[src/rtl/reg_sequencer.sv]
// reg_sequencer: command-driven micro-sequencer that steps an external
// shift/count register through CLR, LOAD, INC, DEC, SHR, SHL, ROR, ROL
// and ASR operations by raising one control strobe per cycle.
//
// Ports:
//   clk, rst_n            clock, asynchronous active-low reset
//   cmd_valid/cmd_ready   command handshake (accept = valid && ready)
//   cmd_op, cmd_cnt       opcode and iteration count
//   cmd_data              LOAD value
//   reg_q                 current value of the controlled register
//   cl, ld, inc, dec,
//   sr, sl                register control strobes (at most one high)
//   ir, il                serial bits shifted in on sr / sl
//   reg_d                 parallel-load value for the register
//   busy, done, err       status; err qualifies the one-cycle done pulse
module reg_sequencer #(
  parameter int unsigned DATA_WIDTH = 16,
  parameter int unsigned CNT_WIDTH  = 4
) (
  input  logic                  clk,
  input  logic                  rst_n,
  input  logic                  cmd_valid,
  output logic                  cmd_ready,
  input  logic [3:0]            cmd_op,
  input  logic [CNT_WIDTH-1:0]  cmd_cnt,
  input  logic [DATA_WIDTH-1:0] cmd_data,
  input  logic [DATA_WIDTH-1:0] reg_q,
  output logic                  cl,
  output logic                  ld,
  output logic                  inc,
  output logic                  dec,
  output logic                  sr,
  output logic                  sl,
  output logic                  ir,
  output logic                  il,
  output logic [DATA_WIDTH-1:0] reg_d,
  output logic                  busy,
  output logic                  done,
  output logic                  err
);

  localparam int unsigned OP_WIDTH = 4;

  localparam logic [OP_WIDTH-1:0] OP_CLR  = 4'd0;
  localparam logic [OP_WIDTH-1:0] OP_LOAD = 4'd1;
  localparam logic [OP_WIDTH-1:0] OP_INC  = 4'd2;
  localparam logic [OP_WIDTH-1:0] OP_DEC  = 4'd3;
  localparam logic [OP_WIDTH-1:0] OP_SHR  = 4'd4;
  localparam logic [OP_WIDTH-1:0] OP_SHL  = 4'd5;
  localparam logic [OP_WIDTH-1:0] OP_ROR  = 4'd6;
  localparam logic [OP_WIDTH-1:0] OP_ROL  = 4'd7;
  localparam logic [OP_WIDTH-1:0] OP_ASR  = 4'd8;

  typedef enum logic [1:0] {
    S_IDLE = 2'd0,
    S_EXEC = 2'd1,
    S_DONE = 2'd2
  } state_t;

  state_t                state_q, state_d;
  logic [CNT_WIDTH-1:0]  rem_q, rem_d;
  logic [OP_WIDTH-1:0]   op_q, op_d;
  logic [DATA_WIDTH-1:0] data_q, data_d;
  logic                  err_q, err_d;

  // Only the end bits of reg_q feed the serial inputs; fold the rest away.
  logic unused_reg_bits;
  assign unused_reg_bits = ^reg_q[DATA_WIDTH-2:1];

  // State and latched command registers.
  always_ff @(posedge clk or negedge rst_n) begin
    if (!rst_n) begin
      state_q <= S_IDLE;
      rem_q   <= '0;
      op_q    <= '0;
      data_q  <= '0;
      err_q   <= 1'b0;
    end else begin
      state_q <= state_d;
      rem_q   <= rem_d;
      op_q    <= op_d;
      data_q  <= data_d;
      err_q   <= err_d;
    end
  end

  // Next-state: accept in IDLE, count iterations in EXEC, single DONE cycle.
  always_comb begin
    state_d = state_q;
    rem_d   = rem_q;
    op_d    = op_q;
    data_d  = data_q;
    err_d   = err_q;
    unique case (state_q)
      S_IDLE: begin
        if (cmd_valid) begin
          op_d   = cmd_op;
          data_d = cmd_data;
          err_d  = 1'b0;
          unique case (cmd_op)
            OP_CLR, OP_LOAD: begin
              rem_d   = CNT_WIDTH'(1);
              state_d = S_EXEC;
            end
            OP_INC, OP_DEC, OP_SHR, OP_SHL, OP_ROR, OP_ROL, OP_ASR: begin
              rem_d   = cmd_cnt;
              state_d = (cmd_cnt != '0) ? S_EXEC : S_DONE;
            end
            default: begin
              rem_d   = '0;
              err_d   = 1'b1;
              state_d = S_DONE;
            end
          endcase
        end
      end
      S_EXEC: begin
        rem_d = rem_q - CNT_WIDTH'(1);
        if (rem_q == CNT_WIDTH'(1)) begin
          state_d = S_DONE;
        end
      end
      S_DONE: begin
        err_d   = 1'b0;
        state_d = S_IDLE;
      end
      default: state_d = S_IDLE;
    endcase
  end

  // Output decode from registered state; serial bits follow reg_q live.
  always_comb begin
    cmd_ready = (state_q == S_IDLE);
    busy      = (state_q != S_IDLE);
    done      = (state_q == S_DONE);
    err       = (state_q == S_DONE) && err_q;
    cl        = 1'b0;
    ld        = 1'b0;
    inc       = 1'b0;
    dec       = 1'b0;
    sr        = 1'b0;
    sl        = 1'b0;
    ir        = 1'b0;
    il        = 1'b0;
    reg_d     = '0;
    if (state_q == S_EXEC) begin
      unique case (op_q)
        OP_CLR:  cl = 1'b1;
        OP_LOAD: begin
          ld    = 1'b1;
          reg_d = data_q;
        end
        OP_INC:  inc = 1'b1;
        OP_DEC:  dec = 1'b1;
        OP_SHR:  sr  = 1'b1;
        OP_ROR: begin
          sr = 1'b1;
          ir = reg_q[0];
        end
        OP_ASR: begin
          sr = 1'b1;
          ir = reg_q[DATA_WIDTH-1];
        end
        OP_SHL:  sl = 1'b1;
        OP_ROL: begin
          sl = 1'b1;
          il = reg_q[DATA_WIDTH-1];
        end
        default: ;
      endcase
    end
  end

endmodule

[config.mk]
export PLATFORM = sky130hd
export DESIGN_NAME = reg_sequencer
export DESIGN_NICKNAME = d
export VERILOG_FILES = /design/src/rtl/reg_sequencer.sv
export SDC_FILE = /design/constraint.sdc
export NUM_CORES = 1
export LEC_CHECK = 0
export CORE_MARGIN = 2
export CORE_UTILIZATION = 40
export DETAILED_ROUTE_END_ITERATION = 8
export PLACE_DENSITY_LB_ADDON = 0.25
export SETUP_SLACK_MARGIN = 0.05
export SLEW_MARGIN = 20
export SYNTH_ARGS = -nofsm -noshare
export SYNTH_HDL_FRONTEND = slang
export SYNTH_SLANG_ARGS = --single-unit
[constraint.sdc]
create_clock -name clk -period 2.1 [get_ports clk]
set_clock_uncertainty 0.2 [all_clocks]
set_input_delay 0.42 -clock clk [delete_from_list [all_inputs] [get_ports clk]]
set_output_delay 0.42 -clock clk [all_outputs]
set_load 0.1 [all_outputs]
Word level (Yosys, flattened, before mapping)
Cells that the tools add are included.

Register bits: 27. Input bits: 43. Output and inout bits: 28. Logic and storage cells: 73.

$add $sub $neg: 1. Equality and inequality tests: 21. Multiplexer cells: 29. Reduce and logical (&&, ||, !) cells: 17.

Operators with widths (number): equality test 4 x 3 -> 1 bit (second input constant) (8); 2-to-1 mux 16 bit (2); 2-to-1 mux 1 bit (17); equality test 4 x 2 -> 1 bit (second input constant) (4); one-hot mux 4 bit (2 select lines) (2); equality test 4 x 1 -> 1 bit (second input constant) (3); OR reduction 9 bit (1); equality test 4 bit (second input constant) (2); zero test 4 bit (2); one-hot mux 2 bit (2 select lines) (2); AND reduction 2 bit (4); OR reduction 7 bit (1); 2-to-1 mux 2 bit (3); nonzero test 2 bit (3); 2-to-1 mux 4 bit (1); != test 2 bit (second input constant) (2); one-hot mux 1 bit (2 select lines) (2); nonzero test 4 bit (1); OR reduction 2 bit (2); subtractor 4 x 1 -> 4 bit (second input constant) (1); OR reduction 3 bit (1); equality test 2 x 1 -> 1 bit (second input constant) (1); equality test 2 bit (second input constant) (1); zero test 2 bit (1); logical AND 1 bit (1).

Logic depth before layout (Yosys ltp)
Gate-level depths: netlist of run 1.

Depth in word-level cells: 5. Mapped depth: 6. Depth with buffers taken out: 5.

Worst setup path before layout of run 1
OpenSTA, ideal clock, no wires.

Path type: register -> output. Start: register state_q[1]. End: output port inc. Data arrival time: 3.976 ns. Required time: 1.480 ns. Setup slack: -2.496 ns. Cell stages (with the launch flop): 5. Buffers on the path: 1. Cell sequence: dfrtp_1 nand2b_1 buf_2 or2_4 nor4b_1.

Longest elaborated chain between the ends: 2.

RTL lines: start: declaration (RTL line 60) `state_t state_q, state_d;`; start signal: assignment (RTL line 79) `state_q <= state_d;`; equality test 2 x 1 -> 1 bit (RTL line 146) `if (state_q == S_EXEC) begin`; 2-to-1 mux 1 bit (RTL line 146); end: declaration (RTL line 30) `output logic inc,`.

No other way between the ends.

Worst setup path in the final report of run 1
Start: register state_q[1]. End: output port reg_d[3].

Longest elaborated chain between the ends: 2.

RTL lines: equality test 2 x 1 -> 1 bit (RTL line 146); 2-to-1 mux 16 bit (RTL line 146); end: declaration (RTL line 36) `output logic [DATA_WIDTH-1:0] reg_d,`.

No other way between the ends.

==> metrics.txt, run 1 <==
status=finished, violations left; failing checks=negative setup slack; hold depth=2; Clock H-tree levels=1; Fmax=~0.45 GHz; root buf cell=clkbuf_8; post-synthesis sequential area ratio=46.0%; routed len/inst=14.2 µm; area of placed instances=around 2500 µm²; vias in the first global route=between 1,000 and 1,500; Critical path buffers and inverters=2; total congestion overflow=0; synth top area cells=dfrtp_1 (46%), nand2_1 (16%), and3_1 (7.2%); synthesized area=between 1000 and 1500 µm²; Worst Path Max Fanout=9; # fillers=245; critical path class=reg2out; pin count of the biggest net entering global routing=28; NumNets Final=between 200 and 300; Residual DRC=0; initial antenna violation count=0; Leak Pwr=about 0.0012 µW; core box area=3610 µm²; area grow syn2layout=79.6%; leading area contributor after synthesis=dfrtp_1; net count after synthesis=about 220; CTS tree=yes; Critical Path RT=roughly 1.5 ns; initial DRC count=76; Setup violations, final=23; Pre-Repair DR Iteration Count=4; routed wl met3=~230 µm; critical path depth=4; global-route wire length before repair=between 6000 and 7000 µm; total power=between 3000 and 4000 µW; register clock-pin slew on the reported worst setup and hold paths=0.09 ns; cells after synthesis=170; Clock Latency Late Sink=~0.26 ns; final core utilization=roughly three quarters; post-synthesis average cell area=8.65 µm²; RePlAce Congestion=0.818; R2R cell count=5; Post-DP HPWL=about 3100 µm; die footprint=about 4200 µm²; Final Max Slew Viols=0; number of sinks on the clock net=27; Port Buffers=56; via count=about 1,500; RSZ-0062 raised after global routing=true; io pins=71; design area=~2600 µm²; worst min-delay path class=reg2reg; Slew HR=between 70% and 80%; remaining antenna violation count=0; actual slew at the worst max-slew pin=around 0.35 ns; die height=64.6 µm; cts bufs inserted=3; Yosys warning count=0; minimum clock period=2.20 ns; CP endpoint kind=output port; worst slack, placed=about 0.044 ns; critical path's top delay family=simple AND/OR/NAND/NOR gates; final WL=4060 µm; Critical Path, Cell by Cell=and4bb_4 -> buf_8 -> and3_2 -> buf_12; share of the synthesized area in the top cell type=about 46%; Max-Cap Viols=0; GRT Overall Usage=approximately a fifth; VDD IR max=roughly 0.00050 V; area of the multi-input gates=approximately 830 µm²; post-DR vias/cell=~5.2; CP max-delay cell=and4bb_4; Starting Density=about two fifths; Worst setup SP type=flop; final hold violations=0; layout cells sized above 1=between 30 and 40%; hold_buf cts=0; post-synth cell types=40; Storage cell area=~680 µm²; Critical Path AT=between 1.5 and 2 ns; Longest Clk Path Bufs=2; Diodes inserted=0; top sig layer=met4; period utilization=105%; final worst-path setup slack=-0.104 ns; Die X=about 65 µm; crit-path max cell delay=0.40 ns; power per cell area=between 1000 and 1500 nW/µm²; met2 WL=around 2100 µm; register bit total from synthesis=27; # rows=22; Met1 Wirelength=around 1700 µm
metal layers:
| metal | vias up | track usage, % |
|---|---|---|
| met2 | 44 | 35.3 |
| met3 | 6 | 4.51 |
| met4 | 0 | 5.32 |
| met1 | 735 | 25.3 |
| met5 | - | 0 |
| li1 | 703 | - |
logic make-up (layout without fill, tap and decap cells):
| logic type | count (synthesis) | after routing | synth area share [%] |
|---|---|---|---|
| and+or+nand+nor | 109 | 109 | 36.7 |
| AOI/OAI and AO/OA | 15 | 15 | 7.66 |
| buffers and inverters | 16 | 83 | 7.32 |
| muxes | 1 | 1 | 0.681 |
| DFF | 27 | 27 | 46.0 |
| adders and majority gates | 2 | 2 | 1.70 |
power breakdown:
group	leakage, µW	switching, µW	internal, µW
clock network	0.0000228	152	136
logic	0.000835	1330	868
registers	0.000335	153	765
total	0.00119	1630	1770
what timing repair did:
item                       4_1_cts  5_1_grt
pin swaps                        5        5
gates resized for setup          6        6
gates cloned                     0        1
setup endpoints to repair       23       25
buffers inserted                 3        2
cell usage in the layout (no fill, tap or decap), types with 2 or more instances in the layout:
| cell | instances |
|---|---|
| nand2_1 | 62 |
| buf_12 | 28 |
| clkdlybuf4s50_1 | 27 |
| dfrtp_1 | 26 |
| buf_4 | 15 |
| and3_4 | 9 |
| and3_2 | 8 |
| inv_1 | 4 |
| or3_1 | 4 |
| and2_4 | 3 |
| o211ai_1 | 3 |
| o21ai_0 | 3 |
| clkbuf_8 | 3 |
| or2_4 | 2 |
| nand4b_1 | 2 |
| nand3_1 | 2 |
| nor2_4 | 2 |
| a21oi_1 | 2 |
| ha_1 | 2 |
path summary, 6_finish.rpt:
check / startpoint / endpoint / slack [ns]
setup reg to reg: state_q[0] / rem_q[3] / 0.39
max in group asynchronous: rst_n / op_q[3] / 1.10
hold reg to reg: data_q[15] / data_q[15] / 0.28
setup / recovery: state_q[1] / reg_d[3] / -0.10
hold / removal: data_q[15] / data_q[15] / 0.28
min in group asynchronous: rst_n / op_q[0] / 0.32
metrics by stage:
stage,hold WS [ns],instances,setup TNS (ns)
2_1_floorplan,-0.0756,170,-2.32
3_3_place_gp,0.249,276,0
3_5_place_dp,0.258,276,0
4_1_cts,0.280,283,-1.86
5_1_grt,0.306,285,-2.82
6_report,0.278,285,-1.90
tightest hold or removal path: stages (launching register included):
cell and delay (ns):
dfrtp_1 0.35, nand2_1 0.05, nand2_1 0.05
cell usage after synthesis (all sizes together):
cell type,number
nand4,1
nand3b,1
nor3b,2
or3b,1
nor4b,1
ha,2
nand2,63
nand2b,1
o21ba,1
o211ai,3
nor3,1
or2,2
or4,1
a211oi,1
and4bb,1
and2,3
nand3,2
o21ai,3
o221ai,1
o31ai,1
nor2b,1
o22ai,1
clkbuf,3
inv,5
a21oi,3
nand4b,2
a32o,1
buf,8
and3,17
dfrtp,27
nor2,4
nor4,1
mux2i,1
or3,4
state kept, by name (all words and copies together) (netlist names):
register	count
rem_q	4
op_q	4
err_q	1
state_q	2
data_q	16
area by class of cell:
type / instances / share of cell area [%]
tap: 48 / 2.27
timing repair buffer: 74 / 38.0
multi-input combinational: 127 / 31.5
clock buffer: 4 / 1.71
inverter: 5 / 0.853
sequential: 27 / 25.6
(Power assumes the default switching activity.)
==> run 2: changes to the inputs <==
- GPL_TIMING_DRIVEN: default -> 0
==> metrics.txt, run 2 (synthesis gave the netlist of run 1 again) <==
power per cell area=1340 nW/µm² (+3.7%); largest registers=data_q (16), op_q (4), rem_q (4); RSZ-0062 raised after global routing=true; io pins=71 (unchanged); global-route wire length before repair=7450 µm (+12%); initial antenna violation count=0 (unchanged); Residual DRC=0 (unchanged); final worst-path setup slack=-0.237 ns (-0.132 ns); NumNets Final=297 (+4.9%); final WL=4770 µm (+17%); CP max-delay cell=dfrtp_2; total congestion overflow=0 (unchanged); Pre-Repair DR Iteration Count=4 (unchanged); Longest Clk Path Bufs=2 (unchanged); die height=64.6 µm (unchanged); GRT Overall Usage=23.3% (+3.1 points); number of sinks on the clock net=27 (unchanged); vias in the first global route=1,535 (+5.2%); Final Max Slew Viols=0 (unchanged); Leak Pwr=0.00127 µW (+6.2%); worst min-delay path class=reg2reg; Worst Path Max Fanout=6 (-3); critical path's top delay family=simple AND/OR/NAND/NOR gates; crit-path max cell delay=0.47 ns (+0.07 ns); Slew HR=58.4% (-18 points); Critical Path AT=1.72 ns (+0.14 ns); Critical Path, Cell by Cell=and4bb_4 -> buf_4 -> and3_4 -> buf_12; period utilization=111% (+6.3 points); core box area=3610 µm² (unchanged); RePlAce Congestion=0.806 (-1.5%); die footprint=4180 µm² (unchanged); Max-Cap Viols=0 (unchanged); actual slew at the worst max-slew pin=0.624 ns (+0.277 ns); placed insts=274 (-0.72%); Worst setup SP type=flop; final core utilization=77.9% (+4.7 points); # fillers=229 (-6.5%); Port Buffers=56 (unchanged); Post-DP HPWL=2640 µm (-14%); Setup violations, final=24 (+4.3%); minimum clock period=2.34 ns (+0.132 ns); Fmax=0.428 GHz (-5.7%); post-DR vias/cell=5.08 (-2.6%); Largest register FFs=16 (unchanged); Largest Register=data_q; layout cells sized above 1=41.4% (+4.7 points); Starting Density=40.8% (unchanged); routed len/inst=15.9 µm (+12%); R2R cell count=9 (+4); Critical path buffers and inverters=2 (unchanged); register clock-pin slew on the reported worst setup and hold paths=0.11 ns (+0.02 ns); critical path class=reg2out; initial DRC count=89 (+17%); status=finished, violations left; Critical Path RT=1.48 ns (about the same); critical path depth=4 (unchanged); Layout Cells excl Fill=299 (+4.9%); most frequent cells in the layout=nand2_1 (62), clkdlybuf4s50_1 (27), dfrtp_1 (25), buf_12 (25), and3_4 (17); remaining antenna violation count=0 (unchanged); cts bufs inserted=3 (unchanged); Diodes inserted=0 (unchanged); root buf cell=clkbuf_8; leading cell type in the layout, fill and taps excluded=nand2_1; total power=3750 µW (+10%); hold depth=2 (unchanged); Clock H-tree levels=1 (unchanged); failing checks=negative setup slack; pin count of the biggest net entering global routing=28 (unchanged); final hold violations=0 (unchanged); Clock Latency Late Sink=0.28 ns (+0.02 ns); CP endpoint kind=output port; # rows=22 (unchanged); area grow syn2layout=91.1%; CTS tree=yes; VDD IR max=0.000693 V (+38%); via count=1,520 (+2.2%); Die X=64.6 µm (unchanged)
## run 2: cell types whose count changed in the layout (fill, tap and decap cells not counted), sizes merged
cell and change:
clkbuf +2, buf +11, clkinvlp +1, dlygate4sd3 +1, dlygate4sd2 -1
## run 2: final cells by class
cell class	instances	area [µm²]	share of cell area, %
multi-input cells	127	876	31.2
clock buffers	3	41.3	1.47
well taps	48	60.1	2.14
inverters	5	22.5	0.802
plain buffers	10	118	4.19
flip-flops and latches	27	678	24.1
repair buffers	78	1010	35.8
clock inverters	1	7.51	0.267
## run 2: final timing paths
| kind | startpoint | to | slack, ns |
|---|---|---|---|
| hold reg to reg | data_q[7] | data_q[7] | 0.28 |
| setup reg to reg | state_q[0] | op_q[0] | 0.12 |
| max in group asynchronous | rst_n | op_q[3] | 0.76 |
| setup / recovery | op_q[3] | reg_d[2] | -0.24 |
| hold / removal | data_q[7] | data_q[7] | 0.28 |
| min in group asynchronous | rst_n | op_q[0] | 0.50 |
## run 2: through the flow
step | cell area (µm²) | TNS, ns | hold WS [ns] | worst slack [ns]
floorplan | 1610 | -2.32 | -0.0756 | -0.457
global placement | 2230 | -22.71 | 0.248 | -1.03
detailed placement | 2220 | -22.77 | 0.254 | -1.03
CTS | 2700 | -4.39 | 0.287 | -0.242
global route | 2810 | -5.18 | 0.325 | -0.274
finish | 2810 | -4.20 | 0.283 | -0.237
## run 2: report_power, final
group	internal (µW)	switching (µW)	total, µW	leakage [µW]
Combinational	1080	1420	2500	0.000911
Sequential	767	172	939	0.000334
Clock	135	174	308	0.0000217
## run 2: worst register-to-register path, cell delays in order (launching register included)
cell and delay (ns):
dfrtp_1 0.39, buf_6 0.13, buf_6 0.12, buf_4 0.13, buf_4 0.13, or3b_1 0.35
buf_6 0.16, buf_8 0.14, nand2_1 0.08, nand2_1 0.06
## run 2: what timing repair did
action,CTS,global route
cloned,2,0
hold buffers,1,0
setup buffers,12,7
endpoints found under the hold margin,27,0
setup endpoints to repair,28,26
gates resized for setup,258,19
pin swaps,16,10
## run 2: metal layers
| metal | GRT usage, % | part of all wire (%) | wire (µm) | up-vias |
|---|---|---|---|---|
| met2 | 43.4 | 53 | 2530 | 49 |
| met4 | 5.05 | 1.7 | 81 | 0 |
| met5 | 0 | 0 | 0 | - |
| met3 | 3.30 | 4.2 | 200 | 6 |
| li1 | - | - | - | 734 |
| met1 | 28.6 | 41 | 1960 | 731 |
==> run 3: changes to the inputs <==
- CORE_MARGIN: 2 -> 1
==> metrics.txt, run 3 (synthesis gave the netlist of run 1 again) <==
status=finished, violations left; failing checks=negative setup slack; Worst Path Max Fanout=5 (-1); die height=62.6 µm (-3.1%); minimum clock period=2.42 ns (+0.0877 ns); Diodes inserted=0 (unchanged); NumNets Final=298 (+0.34%); largest registers=data_q (16), op_q (4), rem_q (4); initial DRC count=83 (-6.7%); Clock H-tree levels=1 (unchanged); via count=1,551 (+2.0%); Largest Register=data_q; worst slack, placed=-1.01 ns (+0.0216 ns); critical path class=reg2out; Fmax=0.412 GHz (-3.6%); most frequent cells in the layout=nand2_1 (62), clkdlybuf4s50_1 (27), dfrtp_1 (25), buf_12 (25), and3_4 (17); HP Start=data_q[9]; Clock Latency Late Sink=0.33 ns (+0.05 ns); remaining antenna violation count=0 (unchanged); register clock-pin slew on the reported worst setup and hold paths=0.15 ns (+0.04 ns); cts bufs inserted=3 (unchanged); final WL=4920 µm (+3.3%); area of placed instances=2220 µm² (-0.11%); pin count of the biggest net entering global routing=28 (unchanged); # fillers=184 (-20%); Critical Path AT=1.80 ns (+0.08 ns); R2R Path Start=state_q[1]; # rows=21 (-4.5%); global-route wire length before repair=7940 µm (+6.7%); Longest Clk Path Bufs=2 (unchanged); design area=2810 µm² (+0.13%); Largest register FFs=16 (unchanged); area grow syn2layout=91.3%; WHS Endpoint=data_q[9]; CTS tree=yes; Slew HR=58.9% (+0.53 points); setup slack, reg-to-reg=0.14 ns (+0.02 ns); RePlAce Congestion=0.838 (+4.0%); Residual DRC=0 (unchanged); Final Max Slew Viols=0 (unchanged); worst min-delay path class=reg2reg; io pins=71 (unchanged); root buf cell=clkbuf_4; initial antenna violation count=0 (unchanged); core box area=3420 µm² (-5.3%); total congestion overflow=0 (unchanged); Post-DP HPWL=2700 µm (+2.4%); routed len/inst=16.5 µm (+3.6%); leading cell type in the layout, fill and taps excluded=nand2_1; actual slew at the worst max-slew pin=0.616 ns (-0.00797 ns); final worst-path setup slack=-0.325 ns (-0.0877 ns); number of sinks on the clock net=27 (unchanged); Setup violations, final=25 (+4.2%); Leak Pwr=0.00127 µW (-0.12%); Port Buffers=56 (unchanged); Max-Cap Viols=0 (unchanged); Pre-Repair DR Iteration Count=4 (unchanged); VDD IR max=0.00101 V (+45%); total power=3740 µW (-0.27%); Die X=62.6 µm (-3.1%); Worst setup SP type=flop; period utilization=115% (+4.2 points); RSZ-0062 raised after global routing=true; post-DR vias/cell=5.20 (+2.4%); power per cell area=1330 nW/µm² (-0.41%); R2R cell count=8 (-1); r2r endpoint=data_q[0]; vias in the first global route=1,654 (+7.8%); GRT Overall Usage=26.0% (+2.6 points); final hold violations=0 (unchanged); hold depth=2 (unchanged); CP endpoint kind=output port; die footprint=3920 µm² (-6.1%); Starting Density=43.0% (+2.3 points); Critical Path RT=1.48 ns (about the same); layout cells sized above 1=41.7% (+0.23 points)
run 3: cell types whose count changed in the layout (fill, tap and decap cells not counted), sizes merged:
cell,delta
clkinvlp,-1
and4bb,+1
buf,+1
run 3: power breakdown:
part | internal (µW) | total (µW) | leakage (µW) | switching [µW]
logic | 1090 | 2560 | 0.000917 | 1470
registers | 765 | 948 | 0.000334 | 183
clock network | 74.6 | 232 | 0.0000150 | 157
total | 1930 | 3740 | 0.00127 | 1810
run 3: stage by stage:
| step | util [%] | hold slack [ns] | TNS [ns] | std cells |
|---|---|---|---|---|
| after CTS | 79.3 | 0.296 | -6.37 | 293 |
| after floorplan | - | -0.0756 | -2.32 | 170 |
| after global placement | 65.1 | 0.248 | -23.20 | 272 |
| final | 82.3 | 0.292 | -6.53 | 298 |
| after global routing | 82.3 | 0.332 | -7.41 | 298 |
| after detailed placement | 65.0 | 0.253 | -22.89 | 272 |
run 3: routing by layer:
| layer | share of wire (%) | vias to the layer above | GRT usage [%] |
|---|---|---|---|
| li1 | - | 736 | - |
| met1 | 43 | 762 | 32.8 |
| met2 | 52 | 45 | 46.2 |
| met3 | 3.8 | 8 | 3.28 |
| met4 | 1.4 | 0 | 7.27 |
| met5 | 0 | - | 0 |
run 3: worst max-delay path by stage:
stage,from,to,slack [ns],cells past startpoint
after floorplan,state_q[0],inc,-0.46,5
after global placement,state_q[1],reg_d[7],-0.99,5
after detailed placement,op_q[2],sr,-1.01,6
after CTS,state_q[1],reg_d[0],-0.33,5
after global routing,state_q[1],il,-0.36,5
final,state_q[1],il,-0.32,5
run 3: worst max-delay path: stages, from the launching register on:
cell,delay (ns)
dfrtp_1,0.43
buf_6,0.14
and4bb_4,0.37
and2_4,0.17
and3_4,0.19
buf_12,0.17
run 3: cell type report:
| class | count | area, µm² | share of cell area, % |
|---|---|---|---|
| tap | 46 | 57.6 | 2.05 |
| sequential | 27 | 678 | 24.1 |
| timing repair buffer | 79 | 1020 | 36.3 |
| inverter | 5 | 22.5 | 0.801 |
| clock buffer | 4 | 26.3 | 0.934 |
| buffer | 9 | 103 | 3.65 |
| multi-input combinational | 128 | 905 | 32.2 |
run 3: repair_timing:
item	in CTS	in global routing
pin swaps	19	9
endpoints found under the hold margin	27	0
gates resized for setup	265	18
endpoints found under the setup margin	28	28
hold buffers	1	0
buffers inserted	14	6
gates cloned	3	0
